### src/rtl/sine_phase_sequencer_pkg.sv
// Shared constants for the sine phase sequencer: FSM encoding, CORDIC seed,
// WAIT timeout limit, accumulator width and the quadrant-fold helper.
package sine_phase_sequencer_pkg;

   localparam int ACC_W = 16;

   localparam logic [1:0] ST_IDLE  = 2'd0;
   localparam logic [1:0] ST_ISSUE = 2'd1;
   localparam logic [1:0] ST_WAIT  = 2'd2;

   localparam logic [7:0] X_GAIN        = 8'sd77;
   localparam logic [3:0] TIMEOUT_LIMIT = 4'd15;

   // Quadrants 2 and 3 are mirrored about pi/2 so the CORDIC angle stays in [-pi/2, pi/2].
   function automatic logic [7:0] fold_phase(input logic [7:0] p);
      return (p[7] ^ p[6]) ? 8'd128 - p : p;
   endfunction

endpackage

### src/rtl/sine_phase_sequencer_if.sv
// Request, CORDIC and sample/status signals of the sine phase sequencer.
// The slave modport is the sequencer; the master modport is the surrounding logic.
interface sine_phase_sequencer_if;

   logic       sample_tick_i;
   logic       enable_i;
   logic [15:0] freq_word_i;
   logic       phase_clear_i;
   logic       clear_flags_i;
   logic [7:0] cordic_x_o;
   logic [7:0] cordic_y_o;
   logic [7:0] cordic_z_o;
   logic       cordic_valid_o;
   logic [7:0] cordic_y_i;
   logic       cordic_done_i;
   logic [7:0] sample_o;
   logic       sample_valid_o;
   logic       busy_o;
   logic       overrun_o;
   logic       timeout_o;

   modport slave (
      input  sample_tick_i, enable_i, freq_word_i, phase_clear_i, clear_flags_i,
      input  cordic_y_i, cordic_done_i,
      output cordic_x_o, cordic_y_o, cordic_z_o, cordic_valid_o,
      output sample_o, sample_valid_o, busy_o, overrun_o, timeout_o
   );

   modport master (
      output sample_tick_i, enable_i, freq_word_i, phase_clear_i, clear_flags_i,
      output cordic_y_i, cordic_done_i,
      input  cordic_x_o, cordic_y_o, cordic_z_o, cordic_valid_o,
      input  sample_o, sample_valid_o, busy_o, overrun_o, timeout_o
   );

endinterface

### src/rtl/sine_phase_sequencer.sv
// Phase accumulator feeding one CORDIC request per accepted tick; sample 8 cycles after the tick.
// No backpressure: ticks arriving while busy are dropped and flagged as overrun.
module sine_phase_sequencer
   import sine_phase_sequencer_pkg::*;
(
   input  logic                  clk_i,
   input  logic                  rst_i,
   sine_phase_sequencer_if.slave bus
);

   logic [1:0]       state;
   logic [ACC_W-1:0] phase_acc;
   logic [3:0]       wait_cnt;
   logic [3:0]       wait_cnt_nxt;
   logic [7:0]       x_q;
   logic [7:0]       y_q;
   logic [7:0]       z_q;
   logic [7:0]       sample_q;
   logic             sample_vld_q;
   logic             overrun_q;
   logic             timeout_q;

   logic             tick_req;
   logic             accept;
   logic             drop;
   logic             timed_out;
   logic [7:0]       p;

   assign tick_req     = bus.sample_tick_i & bus.enable_i;
   assign accept       = tick_req & (state == ST_IDLE);
   assign drop         = tick_req & (state != ST_IDLE);
   assign wait_cnt_nxt = wait_cnt + 4'd1;
   assign timed_out    = (state == ST_WAIT) & ~bus.cordic_done_i & (wait_cnt_nxt == TIMEOUT_LIMIT);
   // A clear in the acceptance cycle also zeroes the captured phase.
   assign p            = bus.phase_clear_i ? 8'd0 : phase_acc[ACC_W-1 -: 8];

   always_ff @(posedge clk_i or negedge rst_i) begin
      if (!rst_i) begin
         state        <= ST_IDLE;
         phase_acc    <= '0;
         wait_cnt     <= '0;
         x_q          <= '0;
         y_q          <= '0;
         z_q          <= '0;
         sample_q     <= '0;
         sample_vld_q <= 1'b0;
         overrun_q    <= 1'b0;
         timeout_q    <= 1'b0;
      end else begin
         sample_vld_q <= 1'b0;

         if (bus.phase_clear_i) begin
            phase_acc <= '0;
         end else if (accept) begin
            phase_acc <= phase_acc + bus.freq_word_i;
         end

         case (state)
            ST_IDLE: begin
               if (accept) begin
                  state <= ST_ISSUE;
                  x_q   <= X_GAIN;
                  y_q   <= 8'd0;
                  z_q   <= fold_phase(p);
               end
            end
            ST_ISSUE: begin
               state    <= ST_WAIT;
               wait_cnt <= '0;
            end
            ST_WAIT: begin
               if (bus.cordic_done_i) begin
                  state        <= ST_IDLE;
                  sample_q     <= bus.cordic_y_i;
                  sample_vld_q <= 1'b1;
               end else if (timed_out) begin
                  state <= ST_IDLE;
               end else begin
                  wait_cnt <= wait_cnt_nxt;
               end
            end
            default: state <= ST_IDLE;
         endcase

         overrun_q <= drop | (overrun_q & ~bus.clear_flags_i);
         timeout_q <= timed_out | (timeout_q & ~bus.clear_flags_i);
      end
   end

   assign bus.cordic_x_o     = x_q;
   assign bus.cordic_y_o     = y_q;
   assign bus.cordic_z_o     = z_q;
   assign bus.cordic_valid_o = (state == ST_ISSUE);
   assign bus.sample_o       = sample_q;
   assign bus.sample_valid_o = sample_vld_q;
   assign bus.busy_o         = (state != ST_IDLE);
   assign bus.overrun_o      = overrun_q;
   assign bus.timeout_o      = timeout_q;

endmodule

### src/flat_wrapper.sv
// flat-port wrapper written by rule: the top's interface ports become plain ports
module sine_phase_sequencer_flat import sine_phase_sequencer_pkg::*;
  (clk_i, rst_i, bus_sample_tick_i, bus_enable_i, bus_freq_word_i, bus_phase_clear_i, bus_clear_flags_i, bus_cordic_y_i, bus_cordic_done_i, bus_cordic_x_o, bus_cordic_y_o, bus_cordic_z_o, bus_cordic_valid_o, bus_sample_o, bus_sample_valid_o, bus_busy_o, bus_overrun_o, bus_timeout_o);
  sine_phase_sequencer_if bus_i ();
  input  logic clk_i;
  input  logic rst_i;
  input wire logic [$bits(bus_i.sample_tick_i)-1:0] bus_sample_tick_i;
  input wire logic [$bits(bus_i.enable_i)-1:0] bus_enable_i;
  input wire logic [$bits(bus_i.freq_word_i)-1:0] bus_freq_word_i;
  input wire logic [$bits(bus_i.phase_clear_i)-1:0] bus_phase_clear_i;
  input wire logic [$bits(bus_i.clear_flags_i)-1:0] bus_clear_flags_i;
  input wire logic [$bits(bus_i.cordic_y_i)-1:0] bus_cordic_y_i;
  input wire logic [$bits(bus_i.cordic_done_i)-1:0] bus_cordic_done_i;
  output wire logic [$bits(bus_i.cordic_x_o)-1:0] bus_cordic_x_o;
  output wire logic [$bits(bus_i.cordic_y_o)-1:0] bus_cordic_y_o;
  output wire logic [$bits(bus_i.cordic_z_o)-1:0] bus_cordic_z_o;
  output wire logic [$bits(bus_i.cordic_valid_o)-1:0] bus_cordic_valid_o;
  output wire logic [$bits(bus_i.sample_o)-1:0] bus_sample_o;
  output wire logic [$bits(bus_i.sample_valid_o)-1:0] bus_sample_valid_o;
  output wire logic [$bits(bus_i.busy_o)-1:0] bus_busy_o;
  output wire logic [$bits(bus_i.overrun_o)-1:0] bus_overrun_o;
  output wire logic [$bits(bus_i.timeout_o)-1:0] bus_timeout_o;
  assign bus_i.sample_tick_i = bus_sample_tick_i;
  assign bus_i.enable_i = bus_enable_i;
  assign bus_i.freq_word_i = bus_freq_word_i;
  assign bus_i.phase_clear_i = bus_phase_clear_i;
  assign bus_i.clear_flags_i = bus_clear_flags_i;
  assign bus_i.cordic_y_i = bus_cordic_y_i;
  assign bus_i.cordic_done_i = bus_cordic_done_i;
  assign bus_cordic_x_o = bus_i.cordic_x_o;
  assign bus_cordic_y_o = bus_i.cordic_y_o;
  assign bus_cordic_z_o = bus_i.cordic_z_o;
  assign bus_cordic_valid_o = bus_i.cordic_valid_o;
  assign bus_sample_o = bus_i.sample_o;
  assign bus_sample_valid_o = bus_i.sample_valid_o;
  assign bus_busy_o = bus_i.busy_o;
  assign bus_overrun_o = bus_i.overrun_o;
  assign bus_timeout_o = bus_i.timeout_o;
  sine_phase_sequencer u_core (.clk_i(clk_i), .rst_i(rst_i), .bus(bus_i));
endmodule
### config.mk
export PLATFORM = sky130hd
export DESIGN_NAME = sine_phase_sequencer_flat
export DESIGN_NICKNAME = d
export VERILOG_FILES = /design/src/rtl/sine_phase_sequencer_pkg.sv /design/src/rtl/sine_phase_sequencer_if.sv /design/src/rtl/sine_phase_sequencer.sv /design/src/flat_wrapper.sv
export SDC_FILE = /design/constraint.sdc
export NUM_CORES = 1
export LEC_CHECK = 0
export BUFFER_PORTS_ARGS = -buffer_cell sky130_fd_sc_hd__buf_2
export CAP_MARGIN = 20
export CORE_MARGIN = 2
export CORE_UTILIZATION = 53
export CTS_CLUSTER_SIZE = 16
export DETAILED_ROUTE_END_ITERATION = 8
export PLACE_DENSITY = 0.79
export SYNTH_ARGS = -nofsm -noshare
export SYNTH_HDL_FRONTEND = slang
export SYNTH_SLANG_ARGS = --single-unit
### constraint.sdc
create_clock -name clk_i -period 2.4 [get_ports clk_i]
set_input_delay 0.24 -clock clk_i [delete_from_list [all_inputs] [get_ports clk_i]]
set_output_delay 0.24 -clock clk_i [all_outputs]
set_load 0.05 [all_outputs]
==> results of run 1 <==
==> power by group through the flow <==
stage,clock network [mW],logic (mW),registers (mW)
floorplan,0,0.419,1.14
global placement,0,0.821,0.907
detailed placement,0,0.837,0.911
CTS,0.577,0.842,0.898
global route,0.612,0.925,0.914
finish,0.572,0.837,0.896
==> routing by layer <==
layer,global-route usage,up-vias
li1,-,1147
met3,0.03042,6
met1,0.2686,1062
met2,0.3681,57
met4,0.04873,0
met5,0,-
==> logic make-up after synthesis <==
logic type                 after synthesis
and+or+nand+nor                        116
AOI/OAI and AO/OA                       78
DFF                                     42
buffers and inverters                   33
adders and majority gates               19
xor gates and xnor gates                14
muxes                                    6
other                                    1
==> sequential cells by signal, summed over array words and instances (netlist names) <==
register                   count
u_core.bus.cordic_z_o          8
u_core.bus.overrun_o           1
u_core.bus.sample_valid_o      1
u_core.bus.timeout_o           1
u_core.wait_cnt                4
u_core.bus.cordic_x_o          1
u_core.bus.sample_o            8
u_core.phase_acc              16
u_core.state                   2
==> worst max-delay path: stages, from the launching register on <==
cell     delay [ps]
dfrtp_1         390
ha_1            220
inv_1            80
fa_1            230
nor2b_4          60
o31ai_2         300
a31o_4          230
a21oi_2          50
or4_1           460
nand3_1          90
==> final cells by class <==
| type | instances | area [µm²] | area share |
|---|---|---|---|
| Clock buffer | 5 | 68.82 | 0.02224 |
| Clock inverter | 3 | 43.79 | 0.01415 |
| Inverter | 11 | 41.29 | 0.01334 |
| Multi-Input combinational cell | 245 | 1504 | 0.4860 |
| Sequential cell | 42 | 1051 | 0.3397 |
| Tap cell | 70 | 87.58 | 0.02831 |
| Timing Repair Buffer | 58 | 297.8 | 0.09624 |
==> cell usage in the layout (no fill, tap or decap), types with 3 or more instances in the layout <==
cell type  synthesis  layout
buf_4             16       3
nor3_1             6       6
ha_1              18      18
nand3_1           10      10
dfrtp_1           42      42
nor2b_1            4       4
a21oi_1           26      26
a211oi_1           4       4
o21ai_0           17      17
inv_1              9       9
clkbuf_8           0       5
nand2_1           66      66
o21a_1             4       4
conb_1             1      12
a21o_1             7       7
mux2i_1            5       5
buf_2              0      55
xnor2_1           10      10
nor2_1            17      17
nand2b_1           3       3
xor2_1             4       4
==> final timing paths <==
| kind | from | end | cells after the start |
|---|---|---|---|
| setup / recovery | u_core.phase_acc[0]$_DFFE_PN0P_ | u_core.phase_acc[14]$_DFFE_PN0P_ | 9 |
| hold / removal | rst_i | u_core.bus.cordic_z_o[5]$_DFFE_PN0P_ | 1 |
| setup reg to reg | u_core.phase_acc[0]$_DFFE_PN0P_ | u_core.phase_acc[14]$_DFFE_PN0P_ | 9 |
| hold reg to reg | u_core.bus.sample_o[6]$_DFFE_PN0P_ | u_core.bus.sample_o[6]$_DFFE_PN0P_ | 2 |
| max in group asynchronous | rst_i | u_core.phase_acc[1]$_DFFE_PN0P_ | 1 |
| min in group clk_i | bus_cordic_y_i[2] | u_core.bus.sample_o[2]$_DFFE_PN0P_ | 3 |
==> flow_summary.yaml, run 1 <==
die:
  core_um2: 5010
  die_height_um: 75.44
  start_util: 0.5400
  io_pins: 68
  die-area_um2: 5691
  die_w_um: 75.44
  fp-row-count: 26
timing:
  fin_setup_tns_ps: 0
  hold_viol_final: 0
  slew_headroom: 0.3746
  hold-worst-slack_ps: 84.54
  min_period_over_period: 0.9060
  worst_slack_ps: 225.6
  finalSetupViolCount: 0
  slew_violations: 0
  clock.fmax_ghz: 0.4599
  skew_ps: 9.102
  period_needed_ps: 2174
  worst_slew_pin_slew_ps: 938.1
  rsz0062_at_grt: "false"
clock_network:
  cts_buffer_depth: 2
  cts_tree: "built"
  cts_buffers: 5
  cts_resized: 0
  clkTransAtPathRegs_ps: 90
  h-tree-depth: 2
  clock-sinks: 42
  hold_buffers: 0
  cts_post_setup_buffers_inserted: 0
  clk_latency_ps: 290
  root_buffer: "clkbuf_8"
placed_design:
  io_buffer_count: 55
  pre_cts_ws_ps: 248.1
  hpwl_um: 4301
  dp.cells: 426
  finalWeightedCongestion: 0.8983
  place_area_um2: 2982
detailed_routing:
  wl_met3_um: 217
  first_iter_violations: 91
  maxUsedRoutingLayer: "met4"
  wl_met1_um: 2492
  detail_route.first_pass.iterations: 4
  route.detailed.drc: 0
  drt-total-wl_um: 5680
  vias: 2272
  vias_per_cell: 5.235
  ant_nets: 0
  dr_wl_met2_um: 2901
  wl_per_cell_um: 13.09
yosys:
  synth_commonest_cells: "nand2_1, dfrtp_1, a21oi_1, ha_1"
  synth_top_family_by_area: "simple AND/OR/NAND/NOR gates"
  ys_ff_latch: 42
  syn_area_um2: 2705
  synth.most_common_cell: "nand2_1"
  synth_compound_area_frac: 0.1901
  synth_top_area_cell: "dfrtp_1"
  synth-xor-area-share: 0.04533
  yosys_warnings: 0
  async_reset_ff_frac: 1.000
  yosysUniqueCellTypes: 50
  synth_area_per_cell_um2: 8.754
  synthDominantCellAreaShare: 0.3885
  synth.area.mux_share: 0.02266
  synth_edf_count: 0
  synth_cells: 309
  synth_adder_area_share: 0.09066
  yosys.area_share.simple: 0.1906
  synth-seq-area-share: 0.3885
  synth_area_leaders: "dfrtp_1, nand2_1, ha_1, a21oi_1, buf_4"
  ys.flop_type: "dfrtp_1"
worst_setup_path:
  required_ps: 2630
  endpoint_kind: "flip-flop"
  arrival_ps: 2410
  cp-start-kind: "flip-flop"
  regToRegSetupSlack_ps: 230
  cp_max_fo: 4
  worstSetupPathType: "reg -> reg"
power:
  power.density_nw_per_um2: 744.8
  pwr-share-comb: 0.363
  p_sw_frac: 0.4053
  p_int_mw: 1.371
  p_clk_frac: 0.248
  p_total_mw: 2.305
  p_switching_mw: 0.9342
  p_leak_nw: 1.559
  ir_worst_vdd_mv: 0.3910
  p_seq_frac: 0.389
job:
  drv_cap: 0
final_layout:
  final_nets: 413
  layout.cells.non_filler: 434
  drive_gt1_frac: 0.2143
  syn2layout_area_growth_pct: 14.38
  final_core_util: 0.6176
  fillers: 475
  antenna_cells: 0
  finalInstanceArea_um2: 3094
global_routing:
  grt_pass1_wl_um: 9232
  grt_antenna_before_repair: 0
  grt_max_degree: 43
  grt_util_all_layers: 0.2079
  overflow: 0
  first_global_vias: 2073
run_status:
  status: "finished clean"
min_path:
  holdCritPathClass: "in -> async"
No activity file was read; power rests on OpenSTA's default activity.
==> run 2, diff against run 1 <==
--- a/config.mk
+++ b/config.mk
@@ -7,10 +7,11 @@
 export LEC_CHECK = 0
 export BUFFER_PORTS_ARGS = -buffer_cell sky130_fd_sc_hd__buf_2
 export CAP_MARGIN = 20
-export CORE_MARGIN = 2
+export CORE_MARGIN = 5
 export CORE_UTILIZATION = 53
 export CTS_CLUSTER_SIZE = 16
 export DETAILED_ROUTE_END_ITERATION = 8
+export GPL_TIMING_DRIVEN = 0
 export PLACE_DENSITY = 0.79
 export SYNTH_ARGS = -nofsm -noshare
 export SYNTH_HDL_FRONTEND = slang
==> flow_summary.yaml, run 2 (synthesis results as in run 1) <==
run_status:
  status: "finished clean"
worst_setup_path:
  endpoint: "u_core.phase_acc[15]$_DFFE_PN0P_"
  r2r_cells: 7
  required_ps: 2580
  startpoint: "u_core.phase_acc[10]$_DFFE_PN0P_"
  cp-start-kind: "flip-flop"
  regToRegStartpoint: "u_core.phase_acc[10]$_DFFE_PN0P_"
  regToRegSetupSlack_ps: 200
  cp_max_fo: 6
  endpoint_kind: "flip-flop"
  worstSetupPathType: "reg -> reg"
  rr_endpoint: "u_core.phase_acc[15]$_DFFE_PN0P_"
  arrival_ps: 2370
job:
  drv_cap: 0
placed_design:
  hpwl_um: 4431
  dp.cells: 444
  pre_cts_ws_ps: 234.4
  io_buffer_count: 54
  finalWeightedCongestion: 0.8670
clock_network:
  cts_post_setup_buffers_inserted: 0
  hold_buffers: 0
  cts_buffer_depth: 2
  root_buffer: "clkbuf_8"
  clock-sinks: 42
  cts_tree: "built"
  clkTransAtPathRegs_ps: 80
  h-tree-depth: 2
  cts_resized: 0
  cts_buffers: 5
  clk_latency_ps: 290
final_layout:
  final_common_cell: "nand2_1"
  largest_register_ffs: 16
  syn2layout_area_growth_pct: 20.03
  regMostFlops: "u_core.phase_acc"
  final_nets: 431
  fillers: 422
  final_cell_mix: "nand2_1, buf_2, dfrtp_1"
  drive_gt1_frac: 0.2382
  antenna_cells: 0
  layout.cells.non_filler: 452
die:
  start_util: 0.5365
  io_pins: 68
  die-area_um2: 6632
  core_um2: 5042
  die_w_um: 81.44
  die_height_um: 81.44
  fp-row-count: 26
timing:
  fin_setup_tns_ps: 0
  slew_violations: 0
  period_needed_ps: 2196
  min_period_over_period: 0.9150
  worst_slew_pin_slew_ps: 920.0
  hold_viol_final: 0
  clock.fmax_ghz: 0.4554
  skew_ps: 3.607
  rsz0062_at_grt: "false"
  worst_slack_ps: 204.0
  hold-worst-slack_ps: 80.99
  slew_headroom: 0.3867
  finalSetupViolCount: 0
global_routing:
  grt_util_all_layers: 0.1883
  first_global_vias: 2200
  overflow: 0
  grt_antenna_before_repair: 0
  grt_max_degree: 43
  grt_pass1_wl_um: 9880
power:
  ir_worst_vdd_mv: 0.3522
  p_leak_nw: 1.649
  power.density_nw_per_um2: 753.0
  p_total_mw: 2.445
detailed_routing:
  detail_route.first_pass.iterations: 4
  wl_per_cell_um: 12.97
  first_iter_violations: 139
  vias_per_cell: 5.108
  ant_nets: 0
  route.detailed.drc: 0
  vias: 2309
  drt-total-wl_um: 5862
min_path:
  holdCritPathClass: "in -> async"
## run 2: changes by cell type in the layout (fill, tap and decap cells not counted)
cell	delta
buf_1	+2
clkbuf_8	+1
clkbuf_1	+3
bufinv_16	+1
buf_6	+1
buf_2	-1
inv_6	-1
clkinv_2	-1
buf_4	+13
## run 2: layout make-up
type                    instances  area [µm²]  share of cell area
clock inverters                 2       60.06             0.01850
repair buffers                 54       270.3             0.08324
well taps                      70       87.58             0.02697
plain buffers                  22       150.1             0.04624
clock buffers                   6       82.58             0.02543
multi-input cells             245        1504              0.4632
inverters                      11       41.29             0.01272
flip-flops and latches         42        1051              0.3237
## run 2: worst min path at each step
stage                     slack, ps  cells past startpoint              start                              endpoint
after floorplan                 -60                      0              rst_i  u_core.bus.cordic_x_o[0]$_DFFE_PN0P_
after global placement          430                      1              rst_i  u_core.bus.cordic_x_o[0]$_DFFE_PN0P_
after detailed placement        430                      3  bus_cordic_y_i[6]    u_core.bus.sample_o[6]$_DFFE_PN0P_
after CTS                       120                      1              rst_i       u_core.phase_acc[9]$_DFFE_PN0P_
after global routing            120                      3  bus_cordic_y_i[6]    u_core.bus.sample_o[6]$_DFFE_PN0P_
final                            80                      1              rst_i  u_core.bus.cordic_x_o[0]$_DFFE_PN0P_
## run 2: power by group
| part | switching, mW | internal (mW) | total [mW] |
|---|---|---|---|
| sequential | 0.0869 | 0.815 | 0.902 |
| clock | 0.245 | 0.444 | 0.689 |
| combinational | 0.597 | 0.257 | 0.855 |
## run 2: stage by stage
stage / cell area, µm² / util
3_5_place_dp: 3104 / 0.6156
4_1_cts: 3247 / 0.6439
5_1_grt: 3247 / 0.6439
6_report: 3247 / 0.6439
3_3_place_gp: 3104 / 0.6156
2_1_floorplan: 2746 / -
## run 2: critical path: stages, from the launching register on
cell      delay (ps)
dfrtp_1          460
ha_1             380
a21o_1           210
o21bai_1         160
a31oi_2          240
o21ai_2          110
mux2i_1          180
mux2_1           330
## run 2: per-layer routing
| layer | vias to the layer above | global-route usage | share of wire | wire, µm |
|---|---|---|---|---|
| met5 | - | 0 | 0 | 0 |
| met3 | 6 | 0.03289 | 0.050 | 294 |
| li1 | 1180 | - | - | - |
| met4 | 0 | 0.05743 | 0.0082 | 48 |
| met1 | 1062 | 0.2479 | 0.44 | 2595 |
| met2 | 61 | 0.3160 | 0.50 | 2924 |
==> run 3, diff against run 2 <==
--- a/config.mk
+++ b/config.mk
@@ -8,11 +8,12 @@
 export BUFFER_PORTS_ARGS = -buffer_cell sky130_fd_sc_hd__buf_2
 export CAP_MARGIN = 20
 export CORE_MARGIN = 5
-export CORE_UTILIZATION = 53
+export CORE_UTILIZATION = 55
+export CTS_BUF_LIST = sky130_fd_sc_hd__clkbuf_8
 export CTS_CLUSTER_SIZE = 16
 export DETAILED_ROUTE_END_ITERATION = 8
-export GPL_TIMING_DRIVEN = 0
-export PLACE_DENSITY = 0.79
+export GPL_TIMING_DRIVEN = 1
+export PLACE_DENSITY = 0.81
 export SYNTH_ARGS = -nofsm -noshare
 export SYNTH_HDL_FRONTEND = slang
 export SYNTH_SLANG_ARGS = --single-unit
==> flow_summary.yaml, run 3 (synthesis results as in run 1) <==
timing:
  hold_viol_final: 0
  worst_slack_ps: 270.0
  slew_headroom: 0.3927
  min_period_over_period: 0.8875
  hold-worst-slack_ps: 67.35
  skew_ps: 6.828
  worst_slew_pin_slew_ps: 910.9
  finalSetupViolCount: 0
  rsz0062_at_grt: "false"
  fin_setup_tns_ps: 0
  clock.fmax_ghz: 0.4695
  slew_violations: 0
  period_needed_ps: 2130
detailed_routing:
  detail_route.first_pass.iterations: 4
  vias: 2307
  route.detailed.drc: 0
  first_iter_violations: 133
  drt-total-wl_um: 5727
  ant_nets: 0
  wl_per_cell_um: 13.29
  vias_per_cell: 5.353
die:
  die_height_um: 80.13
  start_util: 0.5689
  io_pins: 68
  die_w_um: 80.13
  fp-row-count: 25
  die-area_um2: 6421
  core_um2: 4755
global_routing:
  overflow: 0
  grt_pass1_wl_um: 9653
  grt_max_degree: 43
  grt_util_all_layers: 0.1901
  first_global_vias: 2200
  grt_antenna_before_repair: 0
power:
  p_leak_nw: 1.550
  ir_worst_vdd_mv: 0.3987
  power.density_nw_per_um2: 714.8
clock_network:
  hold_buffers: 0
  clk_latency_ps: 300
  clock-sinks: 42
  cts_buffers: 5
  cts_resized: 0
  h-tree-depth: 2
  clkTransAtPathRegs_ps: 90
  root_buffer: "clkbuf_8"
  cts_post_setup_buffers_inserted: 0
  cts_buffer_depth: 2
  cts_tree: "built"
worst_setup_path:
  cp-start-kind: "flip-flop"
  crit_path_max_incr_delay_ps: 410
  endpoint_kind: "flip-flop"
  worstSetupPathType: "reg -> reg"
  cpMaxStageDelayCell: "dfrtp_1"
  cp_num_buf_inv: 0
  r2r_cells: 7
  rr_endpoint: "u_core.phase_acc[15]$_DFFE_PN0P_"
  crit_chain: "ha_1 -> a211oi_2 -> o211ai_2 -> a31oi_2 -> o21ai_2 -> mux2i_1 -> mux2_1"
  required_ps: 2590
  regToRegSetupSlack_ps: 270
  cp_max_fo: 3
  crit_family: "compound AO/OA/AOI/OAI gates"
  regToRegStartpoint: "u_core.phase_acc[1]$_DFFE_PN0P_"
  arrival_ps: 2320
final_layout:
  fillers: 444
  regMostFlops: "u_core.phase_acc"
  antenna_cells: 0
  final_common_cell: "nand2_1"
  layout.cells.non_filler: 431
  drive_gt1_frac: 0.2115
  finalInstanceArea_um2: 3064
  final_nets: 413
  syn2layout_area_growth_pct: 13.27
  final_cell_mix: "nand2_1, buf_2, dfrtp_1"
  largest_register_ffs: 16
min_path:
  holdCritPathClass: "in -> async"
placed_design:
  place_area_um2: 2978
  finalWeightedCongestion: 0.8405
  hpwl_um: 4356
  pre_cts_ws_ps: 282.0
  io_buffer_count: 55
  dp.cells: 423
job:
  drv_cap: 0
run_status:
  status: "finished clean"
run 3: metrics by stage:
stage | utilization | power, mW
finish | 0.6445 | 2.190
detailed placement | 0.6263 | 1.752
global placement | 0.6263 | 1.730
CTS | 0.6445 | 2.206
floorplan | - | 1.564
global route | 0.6445 | 2.327
run 3: area by class of cell:
type | instances | area (µm²) | area share
Sequential cell | 42 | 1051 | 0.3430
Tap cell | 67 | 83.83 | 0.02736
Clock buffer | 5 | 68.82 | 0.02246
Multi-Input combinational cell | 245 | 1504 | 0.4908
Inverter | 11 | 41.29 | 0.01347
Timing Repair Buffer | 58 | 297.8 | 0.09718
Clock inverter | 3 | 17.52 | 0.005717
run 3: report_power, final:
group	leakage [nW]	switching, mW	internal [mW]
Combinational	0.942	0.595	0.244
Sequential	0.559	0.0833	0.815
Clock	0.0493	0.252	0.201
Total	1.55	0.930	1.26
run 3: how the worst max path moves through the flow:
stage | from | to | slack [ps] | cells past startpoint
floorplan | u_core.phase_acc[0]$_DFFE_PN0P_ | u_core.phase_acc[14]$_DFFE_PN0P_ | 400 | 9
global placement | u_core.phase_acc[0]$_DFFE_PN0P_ | u_core.phase_acc[14]$_DFFE_PN0P_ | 320 | 9
detailed placement | u_core.phase_acc[0]$_DFFE_PN0P_ | u_core.phase_acc[14]$_DFFE_PN0P_ | 280 | 9
CTS | u_core.phase_acc[0]$_DFFE_PN0P_ | u_core.phase_acc[14]$_DFFE_PN0P_ | 270 | 9
global route | u_core.phase_acc[0]$_DFFE_PN0P_ | u_core.phase_acc[14]$_DFFE_PN0P_ | 110 | 9
finish | u_core.phase_acc[1]$_DFFE_PN0P_ | u_core.phase_acc[15]$_DFFE_PN0P_ | 270 | 7
run 3: worst register-to-register path, stage by stage, from the launching register on:
cell and delay [ps]:
dfrtp_1 410, ha_1 310, a211oi_2 340, o211ai_2 140, a31oi_2 220, o21ai_2 100, mux2i_1 170, mux2_1 330
run 3: routing by layer:
| metal | vias up | wire (µm) | track usage |
|---|---|---|---|
| met5 | - | 0 | 0 |
| met4 | 0 | 140 | 0.07601 |
| met3 | 12 | 312 | 0.04372 |
| met2 | 61 | 2895 | 0.3270 |
| met1 | 1087 | 2378 | 0.2284 |
| li1 | 1147 | - | - |
